--- src/rtl/cpu_pkg.sv ---
// +--------------------------------------------------------------------------+
// | cpu_pkg                                                                  |
// | Shared constants and types for the 64-bit pipelined core.                |
// | Revision: 1.0                                                            |
// +--------------------------------------------------------------------------+
`default_nettype none

package cpu_pkg;

  localparam int XLEN   = 64;
  localparam int REG_AW = 5;
  localparam int CTRL_W = 5;

  localparam logic [3:0] ALU_ADD = 4'b0010;
  localparam logic [3:0] ALU_SUB = 4'b0110;
  localparam logic [3:0] ALU_AND = 4'b0000;
  localparam logic [3:0] ALU_OR  = 4'b0001;
  localparam logic [3:0] ALU_NOP = 4'b1111;

  localparam logic [1:0] ALUOP_MEM = 2'b00;
  localparam logic [1:0] ALUOP_BR  = 2'b01;
  localparam logic [1:0] ALUOP_R   = 2'b10;

  // Bit positions inside the {regwrite, memread, memwrite, memtoreg, branch} bundle
  localparam int CTRL_REGWRITE = 4;
  localparam int CTRL_MEMREAD  = 3;
  localparam int CTRL_MEMWRITE = 2;
  localparam int CTRL_MEMTOREG = 1;
  localparam int CTRL_BRANCH   = 0;

  typedef struct packed {
    logic              valid;
    logic [REG_AW-1:0] rs1;
    logic [REG_AW-1:0] rs2;
    logic [REG_AW-1:0] rd;
    logic [XLEN-1:0]   rs1_data;
    logic [XLEN-1:0]   rs2_data;
    logic [XLEN-1:0]   imm;
    logic [1:0]        aluop;
    logic [3:0]        funct;
    logic              alusrc;
    logic [CTRL_W-1:0] ctrl;
  } idex_t;

  function automatic logic fwd_hit(input logic we, input logic [REG_AW-1:0] wrd,
                                   input logic [REG_AW-1:0] rs);
    return we && (wrd != '0) && (wrd == rs);
  endfunction

endpackage

`default_nettype wire

--- src/rtl/alu_control.sv ---
// +--------------------------------------------------------------------------+
// | alu_control                                                              |
// | Maps aluop/funct to the 4-bit ALU operation and flags unsupported funct. |
// | Revision: 1.0                                                            |
// +--------------------------------------------------------------------------+
`default_nettype none

module alu_control
  import cpu_pkg::*;
(
  input  logic [1:0] aluop,
  input  logic [3:0] funct,
  output logic [3:0] alu_ctl,
  output logic       illegal
);

  always_comb begin
    alu_ctl = ALU_ADD;
    illegal = 1'b0;
    case (aluop)
      ALUOP_MEM: alu_ctl = ALU_ADD;
      ALUOP_BR:  alu_ctl = ALU_SUB;
      ALUOP_R: begin
        case (funct)
          4'b0000: alu_ctl = ALU_ADD;
          4'b1000: alu_ctl = ALU_SUB;
          4'b0111: alu_ctl = ALU_AND;
          4'b0110: alu_ctl = ALU_OR;
          default: begin
            alu_ctl = ALU_NOP;
            illegal = 1'b1;
          end
        endcase
      end
      default: alu_ctl = ALU_ADD;
    endcase
  end

endmodule

`default_nettype wire

--- src/rtl/id_ex_operand_stage.sv ---
// +--------------------------------------------------------------------------+
// | id_ex_operand_stage                                                      |
// | ID/EX register with forwarding, operand-2 select, ALU control and        |
// | load-use stall. Macro EX_FORWARD_EN enables forwarding and stall_req.    |
// | Revision: 1.0                                                            |
// +--------------------------------------------------------------------------+
`default_nettype none

module id_ex_operand_stage
  import cpu_pkg::*;
(
  input  logic              clk,
  input  logic              rst_n,
  input  logic              id_valid,
  input  logic [REG_AW-1:0] id_rs1,
  input  logic [REG_AW-1:0] id_rs2,
  input  logic [REG_AW-1:0] id_rd,
  input  logic [XLEN-1:0]   id_rs1_data,
  input  logic [XLEN-1:0]   id_rs2_data,
  input  logic [XLEN-1:0]   id_imm,
  input  logic [1:0]        id_aluop,
  input  logic [3:0]        id_funct,
  input  logic              id_alusrc,
  input  logic [CTRL_W-1:0] id_ctrl,
  input  logic              hold,
  input  logic              flush,
  input  logic              exm_regwrite,
  input  logic [REG_AW-1:0] exm_rd,
  input  logic [XLEN-1:0]   exm_result,
  input  logic              mwb_regwrite,
  input  logic [REG_AW-1:0] mwb_rd,
  input  logic [XLEN-1:0]   mwb_data,
  output logic              stall_req,
  output logic              ex_valid,
  output logic [3:0]        alu_ctl,
  output logic [XLEN-1:0]   alu_op1,
  output logic [XLEN-1:0]   alu_op2,
  output logic [XLEN-1:0]   ex_store_data,
  output logic [REG_AW-1:0] ex_rd,
  output logic [CTRL_W-1:0] ex_ctrl,
  output logic              ex_illegal
);

  idex_t           r_ex;
  idex_t           w_id;
  logic            w_stall;
  logic [XLEN-1:0] w_fwd1;
  logic [XLEN-1:0] w_fwd2;
  logic            w_illegal;

  always_comb begin
    w_id          = '0;
    w_id.valid    = id_valid;
    w_id.rs1      = id_rs1;
    w_id.rs2      = id_rs2;
    w_id.rd       = id_rd;
    w_id.rs1_data = id_rs1_data;
    w_id.rs2_data = id_rs2_data;
    w_id.imm      = id_imm;
    w_id.aluop    = id_aluop;
    w_id.funct    = id_funct;
    w_id.alusrc   = id_alusrc;
    w_id.ctrl     = id_ctrl;
  end

  // A bubble clears every field, so a killed slot can never carry stale control
  always_ff @(posedge clk or negedge rst_n) begin
    if (!rst_n)       r_ex <= '0;
    else if (flush)   r_ex <= '0;
    else if (hold)    r_ex <= r_ex;
    else if (w_stall) r_ex <= '0;
    else              r_ex <= w_id;
  end

`ifdef EX_FORWARD_EN
  // EX/MEM is checked first so the youngest in-flight value wins
  always_comb begin
    w_fwd1 = r_ex.rs1_data;
    if (fwd_hit(exm_regwrite, exm_rd, r_ex.rs1))      w_fwd1 = exm_result;
    else if (fwd_hit(mwb_regwrite, mwb_rd, r_ex.rs1)) w_fwd1 = mwb_data;
    w_fwd2 = r_ex.rs2_data;
    if (fwd_hit(exm_regwrite, exm_rd, r_ex.rs2))      w_fwd2 = exm_result;
    else if (fwd_hit(mwb_regwrite, mwb_rd, r_ex.rs2)) w_fwd2 = mwb_data;
  end

  assign w_stall = r_ex.valid & r_ex.ctrl[CTRL_MEMREAD] & (r_ex.rd != '0) & id_valid &
                   ((r_ex.rd == id_rs1) | (r_ex.rd == id_rs2));
`else
  logic w_unused;

  assign w_fwd1   = r_ex.rs1_data;
  assign w_fwd2   = r_ex.rs2_data;
  assign w_stall  = 1'b0;
  assign w_unused = ^{exm_regwrite, exm_rd, exm_result, mwb_regwrite, mwb_rd, mwb_data,
                      r_ex.rs1, r_ex.rs2};
`endif

  alu_control u_alu_control (
    .aluop   (r_ex.aluop),
    .funct   (r_ex.funct),
    .alu_ctl (alu_ctl),
    .illegal (w_illegal)
  );

  assign stall_req     = w_stall;
  assign ex_valid      = r_ex.valid;
  assign alu_op1       = w_fwd1;
  assign alu_op2       = r_ex.alusrc ? r_ex.imm : w_fwd2;
  assign ex_store_data = w_fwd2;
  assign ex_rd         = r_ex.rd;
  assign ex_ctrl       = r_ex.ctrl;
  assign ex_illegal    = r_ex.valid & w_illegal;

endmodule

`default_nettype wire

--- config.mk ---
export PLATFORM = sky130hd
export DESIGN_NAME = id_ex_operand_stage
export DESIGN_NICKNAME = d
export VERILOG_FILES = /design/src/rtl/cpu_pkg.sv /design/src/rtl/alu_control.sv /design/src/rtl/id_ex_operand_stage.sv
export SDC_FILE = /design/constraint.sdc
export NUM_CORES = 1
export LEC_CHECK = 0
export BUFFER_PORTS_ARGS = -buffer_cell sky130_fd_sc_hd__buf_2
export CAP_MARGIN = 0
export CORE_AREA = 2 2 223 225
export DETAILED_ROUTE_END_ITERATION = 10
export DIE_AREA = 0 0 225 227
export HOLD_SLACK_MARGIN = 0.08
export PLACE_DENSITY = 0.41
export SETUP_SLACK_MARGIN = 0.15
export SYNTH_ARGS = -nofsm -noshare
export SYNTH_HDL_FRONTEND = slang
export SYNTH_SLANG_ARGS = --single-unit
--- constraint.sdc ---
create_clock -name clk -period 2.6 [get_ports clk]
set_input_delay 0.39 -clock clk [delete_from_list [all_inputs] [get_ports clk]]
set_output_delay 0.39 -clock clk [all_outputs]
set_load 0.05 [all_outputs]
* Word level (Yosys, flattened, before mapping)
Index checks and enable logic that the tools add are counted.
Storage, ports and cells: output and inout port bits 209, bits in writable memories 0, bits in latches 0, bits in read-only memories 0, register bits 210, memories 0
Operators by class: reductions and logical operators 2, $lt $le $gt $ge 0, div/mod/pow operators 0, $mul 0, add/subtract/negate cells 0, mux-type cells 7, bitwise logic cells 1, equality and inequality tests 6, shift-type cells 0
Operator list (number):
- 220-bit 2-to-1 mux | 2
- 64-bit 2-to-1 mux | 1
- 4-bit case mux with 4 select lines | 1
- 4-bit by 3-bit == test with 1-bit output, second input constant | 2
- 4-bit case mux with 2 select lines | 1
- 4-bit == test, second input constant | 1
- 4-bit logical NOT | 1
- 4-bit OR reduction | 1
- 2-bit by 1-bit == test with 1-bit output, second input constant | 1
- 2-bit == test, second input constant | 1
- 1-bit 2-to-1 mux | 2
- 2-bit by 1-bit inequality test with 1-bit output, second input constant | 1
- 1-bit AND | 1

* Logic depth before layout (Yosys ltp)
Gate-level depths: netlist (run 1).
word-level depth 5, gate-level depth with buffers 5

* Hierarchy
A second synthesis (run 1) with hierarchy kept.
Unflattened totals: cells, all modules 904, area, all modules 10652.7 um2
By module, submodules not included:
- id_ex_operand_stage | sequential area each 5255.0 um2, area an instance 10550.1 um2, cells an instance 889, times used 1
- alu_control | sequential area each 0.0 um2, area an instance 102.6 um2, cells an instance 15, times used 1

* Worst setup path after synthesis (run 1)
No wires, ideal clock.
kind register -> output, from reg r_ex[10] in the netlist's numbering, to out ex_illegal, slack 0.334 ns, cell stages (with the launch flop) 5, required time 2.210 ns, data arrival time 1.876 ns, cell sequence dfrtp_1 > inv_1 > ha_1 > o31ai_1 > nor3b_1
Between the ends: cells in the longest elaborated chain, start to end 3
RTL lines:
- start: declaration | line id_ex_operand_stage.sv:44 | idex_t r_ex;
- start signal: assignment | line id_ex_operand_stage.sv:70 | else if (hold) r_ex <= r_ex;
- start signal: assignment | line id_ex_operand_stage.sv:72 | else r_ex <= w_id;
- 2-bit == test | line alu_control.sv:20 | case (aluop)
- 1-bit 2-to-1 mux | line alu_control.sv:20
- 1-bit AND | line id_ex_operand_stage.sv:112 | assign ex_illegal = r_ex.valid & w_illegal;
- end: declaration | line id_ex_operand_stage.sv:41 | output logic ex_illegal
Every way passes these cells.

* Worst setup path after layout (run 1)
from reg r_ex[10] in the netlist's numbering, to out alu_ctl[2]
Between the ends: cells in the longest elaborated chain, start to end 2, elaborated cells on any way between the ends 3
RTL lines:
- 2-bit == test or 2-bit by 1-bit == test with 1-bit output (tied branches) | line alu_control.sv:20
- 4-bit case mux with 2 select lines (*) | line alu_control.sv:20
- end: declaration | line id_ex_operand_stage.sv:35 | output logic [3:0] alu_ctl,
Every way passes the cells marked *; elsewhere a longest branch is shown, timed or not.

==> impl_metrics.ini, run 1 <==
[worst_setup_path]
crit_chain = inv_1, ha_1, a21o_1, o22ai_1, buf_2
critPathArrivalTime_ns = 1.91
worstSetupStartpointType = register
worstSetupStartpoint = r_ex[10]$_DFFE_PN0P_
r2r_slack_ns = 1.55
crit_fanout = 3
reg2reg_from = r_ex[5]$_DFFE_PN0P_
required_ns = 2.21
slowest_delay_ns = 0.36
slowest_stage = dfrtp_1
end_kind = primary output
crit_type = register to primary output

[floorplanning]
initial_utilization_pct = 21.9
core_area_um2 = 48500
die_w_um = 225
dieArea_um2 = 51100
pin_count = 573
die_h_um = 227
num_rows = 81

[power_and_ir_drop]
switching_power_mw = 2.85
intPower_mw = 6.32
p_comb_share_pct = 22.2
vdd_drop_max_mv = 0.329
power_mw = 9.17
pwr-share-clk_pct = 38.9
pwr-share-seq_pct = 38.9
p_leak_nw = 8.06
switching_share_pct = 31.1
power_density_nw_per_um2 = 610

[place]
pre_cts_ws_ns = 0.781
hpwlAfterDp_mm = 20.3
gp_congestion = 0.725
port_buffers = 421

[sta]
slew_viol_final = 0
period_minus_slack_ns = 2.30
slew_headroom_pct = 66.2
rsz0062_at_grt = false
period_share_pct = 88.5
setup_viol = 0
fin_setup_tns_ns = 0
timing.final.ws_setup_ns = 0.299
fin_skew_ns = 0
max_freq_ghz = 0.435
tightest_slew_ns = 0.507
finalHoldViolCount = 0

[detailed_routing]
vias = 7952
dr.pass1.iters = 4
wl_per_cell_um = 15.1
drc = 0
via_per_inst = 3.94
postRouteAntennaNets = 0
routed_wirelength_mm = 30.4
drt_iter0_drc = 261

[min_path]
hold_class = input port to register
hp-start = id_rs2_data[39]

[cts]
cts_root_buf = clkbuf_16
numCtsBuffers = 27
clk_pin_slew_ns = 0.06
htreeDepth = 1
insertion_delay_ns = 0.54
cts_buffer_depth = 3
cts_setup_buffers = 0
cts_tree = built
clock-sinks = 210

[grt]
grt_pass1_wl_mm = 46.4
grt_pass1_vias = 8474
grt.overflow.total = 0
gr-usage-all-layers_pct = 11.5
grt_start_max_net_pins = 79
antenna_found_initial = 0

[outcome]
status = complete, no violations

[logic_synthesis]
avgSynthCellArea_um2 = 11.8
yosysMostFrequentCell = nor2_1
synth.area.top_cells = dfrtp_1 (49%), mux2i_1 (20%), buf_4 (10%)
synth_seq_area_share_pct = 49.4
synth_seq_cells = 210
syn_nets = 1269
synth_top_area_cell = dfrtp_1
ys_warn_count = 0
synthDistinctLibCells = 19
synth_cells = 903
synth-edff-count = 0
syn_area_um2 = 10600
synthArstFlopShare_pct = 100
synthFlopType = dfrtp_1
synth_top_area_share_pct = 49.4
synth_common_cells = nor2_1 (212), dfrtp_1 (210), mux2i_1 (210)

[cells_and_area]
drive_above_1_share_pct = 38.4
num-nets-final = 1747
area_delta_synth_final_pct = 41.1
fin_util_pct = 30.9
num_antenna_cells = 0

[flow_run]
drv_cap = 0
## worst paths after layout
kind	end	depth (start not counted)
max in group asynchronous	alu_op1[3]$_DFFE_PN0P_	3
min	ex_store_data[39]$_DFFE_PN0P_	3
max	alu_ctl[2]	5
min in group asynchronous	alu_op1[13]$_DFFE_PN0P_	2
max reg2reg	r_ex[5]$_DFFE_PN0P_	3
min reg2reg	alu_op1[35]$_DFFE_PN0P_	2
## metal layers
metal  vias up  wire (um)  GRT usage, %
li1       3800          -             -
met1      3886      12600          13.6
met2       217      15100          20.3
met3        49       1710          2.76
met4         0        955          3.80
met5         -          0             0
## layout by cell type (no fill, tap or decap), types with 2 or more instances in the layout
| cell | netlist | layout |
|---|---|---|
| nor2_1 | 212 | 212 |
| clkbuf_8 | 0 | 8 |
| inv_1 | 3 | 3 |
| a21oi_1 | 2 | 2 |
| ha_1 | 2 | 2 |
| buf_4 | 142 | 2 |
| buf_8 | 0 | 2 |
| clkbuf_1 | 7 | 8 |
| buf_6 | 5 | 2 |
| mux2i_1 | 210 | 210 |
| clkinv_2 | 0 | 2 |
| dfrtp_1 | 210 | 209 |
| clkbuf_16 | 0 | 27 |
| buf_12 | 22 | 10 |
| dlygate4sd3_1 | 0 | 208 |
| mux2_2 | 64 | 64 |
| buf_2 | 17 | 418 |
## sequential cells by signal, summed over array words and instances, names as in the netlist
signal	flops
r_ex	71
alu_op1	64
ex_store_data	64
ex_ctrl	5
ex_rd	5
ex_valid	1
## power groups by stage
| stage | Clock (mW) | Combinational (mW) | Sequential, mW |
|---|---|---|---|
| CTS | 3.73 | 2.07 | 3.57 |
| global route | 3.83 | 2.18 | 3.59 |
| global placement | 0 | 1.81 | 3.62 |
| detailed placement | 0 | 1.81 | 3.62 |
| floorplan | 0 | 1.50 | 3.59 |
| finish | 3.56 | 2.04 | 3.57 |
## through the flow
stage / cell area, um^2 / std cells / hold WS (ns)
2_1_floorplan: 10600 / 903 / 0.0944
3_3_place_gp: 12100 / 1766 / 0.301
3_5_place_dp: 12100 / 1766 / 0.301
4_1_cts: 15000 / 2019 / 0.0801
5_1_grt: 15000 / 2019 / 0.0901
6_report: 15000 / 2019 / 0.113
## final cells by class
cell class | instances | area, um^2
clock buffers | 43 | 816
clock inverters | 2 | 10.0
fillers | 4991 | 33500
inverters | 3 | 11.3
multi-input cells | 497 | 3700
flip-flops and latches | 210 | 5260
well taps | 622 | 778
repair buffers | 642 | 4440
## cells by family after synthesis
kind of cell	synth area share [%]
compound gates	0.341
fa+ha+maj	0.235
buf+inv	15.8
flops	49.4
mux	26.5
other cells	0.0352
simple gates	7.63
## critical path, delay by kind of cell, from the launching register on
family	cells	cell delay, ns
buf+inv	2	0.35
fa+ha+maj	1	0.32
flops	1	0.36
compound gates	2	0.32
## what timing repair did
action                     in CTS  in global routing
hold endpoints to repair      256                  0
resized for setup               0                  1
setup endpoints to repair       0                  7
hold buffers                  208                  0
Note: power is estimated with default switching activity, not from simulation.
==> inputs of run 2 (changes only) <==
CELL_PAD_IN_SITES_DETAIL_PLACEMENT = 0   (was not set)
CELL_PAD_IN_SITES_GLOBAL_PLACEMENT = 1   (was not set)
CORE_AREA = 2 2 222 224   (was 2 2 223 225)
DIE_AREA = 0 0 224 226   (was 0 0 225 227)
PLACE_DENSITY = 0.53   (was 0.41)
==> impl_metrics.ini, run 2 (same netlist as run 1, synthesis figures left out) <==
[outcome]
status = complete, no violations

[cts]
cts_root_buf = clkbuf_16
clk_pin_slew_ns = 0.05
clock-sinks = 210
insertion_delay_ns = 0.55
htreeDepth = 1
cts_buffer_depth = 3
numCtsBuffers = 28
cts_tree = built

[detailed_routing]
routed_wirelength_mm = 31.5
wl_per_cell_um = 15.5
vias = 7969
drc = 0
dr.pass1.iters = 4
postRouteAntennaNets = 0
drt_iter0_drc = 287
via_per_inst = 3.93

[power_and_ir_drop]
intPower_mw = 6.72
power_density_nw_per_um2 = 635
pwr-share-seq_pct = 37.0
p_comb_share_pct = 21.3
switching_share_pct = 30.4
switching_power_mw = 2.93
p_leak_nw = 8.16
vdd_drop_max_mv = 0.345
pwr-share-clk_pct = 41.7

[floorplanning]
core_area_um2 = 48300
dieArea_um2 = 50600
num_rows = 81
die_h_um = 226
initial_utilization_pct = 22.0
pin_count = 573
die_w_um = 224

[sta]
period_minus_slack_ns = 2.32
rsz0062_at_grt = false
max_freq_ghz = 0.432
slew_headroom_pct = 59.9
fin_skew_ns = 0
period_share_pct = 89.1
setup_viol = 0
finalHoldViolCount = 0
tightest_slew_ns = 0.601
fin_setup_tns_ns = 0
holdWs_ns = 0.113
slew_viol_final = 0

[grt]
antenna_found_initial = 0
gr-usage-all-layers_pct = 12.0
grt_start_max_net_pins = 83
grt_pass1_vias = 8353
grt_pass1_wl_mm = 48.5
grt.overflow.total = 0

[worst_setup_path]
critPathArrivalTime_ns = 1.93
crit_type = register to primary output
r2r_slack_ns = 1.55
crit_fanout = 32
worstSetupStartpointType = register
end_kind = primary output
reg2reg_from = r_ex[5]$_DFFE_PN0P_
required_ns = 2.21
worstSetupStartpoint = r_ex[5]$_DFFE_PN0P_

[place]
hpwlAfterDp_mm = 21.0
gp_congestion = 0.709
port_buffers = 421

[min_path]
hold_class = input port to register
hp-start = id_rs2_data[21]

[cells_and_area]
largest_reg_flops = 71
drive_above_1_share_pct = 39.1
num_antenna_cells = 0
fillCellCount = 5029
area_delta_synth_final_pct = 42.9
num-nets-final = 1754
final_cell_mix = buf_2 (418), nor2_1 (212), mux2i_1 (210)
layout_commonest_cell = buf_2
regMostFlops = r_ex

[flow_run]
drv_cap = 0
## run 2: cell count changes in the layout (fill, tap and decap cells not counted), moves of 2 or more
cell       delta
buf_4         +5
clkbuf_16     +2
bufinv_16     +3
clkbuf_1      -4
## run 2: metal layers
metal  wire length (um)  track usage (%)  up-vias  part of all wire, %
li1                   -                -     3824                    -
met4                866             4.37        0                  2.7
met1              13300             15.0     3870                   42
met3               1630             2.19       44                  5.2
met5                  0                0        -                    0
met2              15700             20.6      231                   50
## run 2: area by class of cell
cell class,instances,area [um^2],share of cell area [%]
Timing Repair Buffer,648,4500,29.6
Tap cell,622,778,5.12
Clock inverter,8,121,0.798
Clock buffer,40,837,5.50
Multi-Input combinational cell,497,3700,24.3
Inverter,3,11.3,0.0740
Sequential cell,210,5260,34.6
## run 2: final timing paths
path,end,depth (start not counted)
worst max-delay path,alu_op2[56],3
worst min-delay path,ex_store_data[21]$_DFFE_PN0P_,3
worst max register to register,r_ex[5]$_DFFE_PN0P_,3
worst min register to register,r_ex[67]$_DFFE_PN0P_,2
max in group asynchronous,ex_rd[4]$_DFFE_PN0P_,3
min in group asynchronous,alu_op1[16]$_DFFE_PN0P_,2
## run 2: critical path: stages (launching register included)
cell and delay [ns]:
dfrtp_4 0.49, buf_12 0.25, mux2_2 0.38, buf_2 0.22
## run 2: per-stage QoR
| stage | cells | util (%) | setup slack (ns) | cell area (um^2) | power, mW |
|---|---|---|---|---|---|
| final | 2028 | 31.5 | 0.284 | 15200 | 9.66 |
| after global routing | 2028 | 31.5 | 0.194 | 15200 | 10.1 |
| after CTS | 2028 | 31.5 | 0.214 | 15200 | 9.87 |
| after detailed placement | 1770 | 25.1 | 0.566 | 12100 | 5.45 |
| after global placement | 1770 | 25.1 | 0.571 | 12100 | 5.44 |
| after floorplan | 903 | - | 0.334 | 10600 | 5.09 |
## run 2: what timing repair did
item	4_1_cts	5_1_grt
hold buffers	207	0
endpoints found under the setup margin	45	0
buffers inserted	3	0
endpoints found under the hold margin	265	0
gates resized for setup	1	0
## run 2: power groups by stage
stage | sequential, mW | clock [mW] | combinational [mW]
after floorplan | 3.59 | 0 | 1.50
after global placement | 3.63 | 0 | 1.81
after detailed placement | 3.64 | 0 | 1.82
after CTS | 3.57 | 4.21 | 2.09
after global routing | 3.60 | 4.33 | 2.19
final | 3.57 | 4.03 | 2.06
==> inputs of run 3 (changes only) <==
RECOVER_POWER = 50   (was not set)
==> impl_metrics.ini, run 3 (same netlist as run 1, synthesis figures left out) <==
[outcome]
status = complete, no violations

[cells_and_area]
multi_input_area_um2 = 3700
drive_above_1_share_pct = 39.0
regMostFlops = r_ex
fillCellCount = 5038
num-nets-final = 1754
instances_no_fill = 2028
layout_commonest_cell = buf_2
largest_reg_flops = 71
area_delta_synth_final_pct = 42.3
final_cell_mix = buf_2 (418), nor2_1 (212), mux2i_1 (210)
regArea_um2 = 5260
fin_util_pct = 31.3
num_antenna_cells = 0

[detailed_routing]
dr.pass1.iters = 4
drc = 0
via_per_inst = 3.93
drt_iter0_drc = 293
routed_wirelength_mm = 31.5
wl_per_cell_um = 15.6
vias = 7971
postRouteAntennaNets = 0

[cts]
htreeDepth = 1
clk_pin_slew_ns = 0.05
cts_buffer_depth = 3
insertion_delay_ns = 0.55
cts_tree = built
cts_root_buf = clkbuf_16
clock-sinks = 210
numCtsBuffers = 28

[sta]
period_share_pct = 89.1
finalHoldViolCount = 0
rsz0062_at_grt = false
period_minus_slack_ns = 2.32
slew_headroom_pct = 15.1
max_freq_ghz = 0.432
tightest_slew_ns = 1.27
setup_viol = 0
fin_skew_ns = 0
slew_viol_final = 0
fin_setup_tns_ns = 0

[place]
gp_congestion = 0.709
placed_cells = 1770
hpwlAfterDp_mm = 21.0
port_buffers = 421

[power_and_ir_drop]
p_leak_nw = 8.13
vdd_drop_max_mv = 0.345
power_density_nw_per_um2 = 637

[grt]
gr-usage-all-layers_pct = 12.0
grt_pass1_wl_mm = 48.5
antenna_found_initial = 0
grt_pass1_vias = 8353
grt_start_max_net_pins = 83
grt.overflow.total = 0

[floorplanning]
initial_utilization_pct = 22.0
die_w_um = 224
num_rows = 81
dieArea_um2 = 50600
pin_count = 573
core_area_um2 = 48300
die_h_um = 226

[worst_setup_path]
required_ns = 2.21
crit_fanout = 32
end_kind = primary output
critPathArrivalTime_ns = 1.93
worstSetupStartpointType = register
crit_type = register to primary output

[flow_run]
drv_cap = 0

[min_path]
hold_class = input port to register
[run 3: cell types whose count changed in the layout (fill, tap and decap cells not counted), sizes merged]
| cell | change |
|---|---|
| clkbuf | +7 |
| buf | -7 |
[run 3: cell type report]
class / count / share of cell area [%]
sequential: 210 / 34.7
timing repair buffer: 648 / 29.3
multi-input combinational: 497 / 24.4
clock buffer: 40 / 5.53
tap: 622 / 5.14
clock inverter: 8 / 0.802
inverter: 3 / 0.0744
[run 3: stage by stage]
step	hold WS (ns)	power (mW)	worst slack [ns]	cell area [um^2]
floorplan	0.0944	5.09	0.334	10600
global placement	0.318	5.44	0.571	12100
detailed placement	0.310	5.45	0.566	12100
CTS	0.0828	9.87	0.214	15200
global route	0.112	10.1	0.168	15100
finish	0.112	9.65	0.284	15100
[run 3: layer usage]
metal	global-route usage, %	wire, um	vias to the layer above
met5	0	0	-
met4	4.37	896	0
met3	2.19	1590	47
met2	20.6	15800	217
met1	15.0	13300	3880
li1	-	-	3827
[run 3: power by group]
part           internal (mW)  switching [mW]
registers               3.45           0.117
logic                  0.753            1.30
clock network           2.51            1.51
total                   6.72            2.93
[run 3: worst paths after layout]
check / from / to / slack, ns / depth (start not counted)
max: r_ex[5]$_DFFE_PN0P_ / alu_op2[56] / 0.28 / 3
min: id_rs2_data[21] / ex_store_data[21]$_DFFE_PN0P_ / 0.11 / 3
max reg2reg: r_ex[5]$_DFFE_PN0P_ / r_ex[5]$_DFFE_PN0P_ / 1.54 / 3
min reg2reg: r_ex[67]$_DFFE_PN0P_ / r_ex[67]$_DFFE_PN0P_ / 0.51 / 2
max in group asynchronous: rst_n / ex_rd[4]$_DFFE_PN0P_ / 0.89 / 3
min in group asynchronous: rst_n / alu_op1[11]$_DFFE_PN0P_ / 0.61 / 2
[run 3: timing repair]
action,4_1_cts,5_1_grt
setup buffers,3,0
endpoints found under the hold margin,265,0
gates resized for setup,1,0
hold buffers,207,0
setup endpoints to repair,45,0
[run 3: critical path, stage by stage (launching register included)]
cell and delay, ns:
dfrtp_4 0.49, buf_12 0.25, mux2_2 0.38, buf_2 0.22
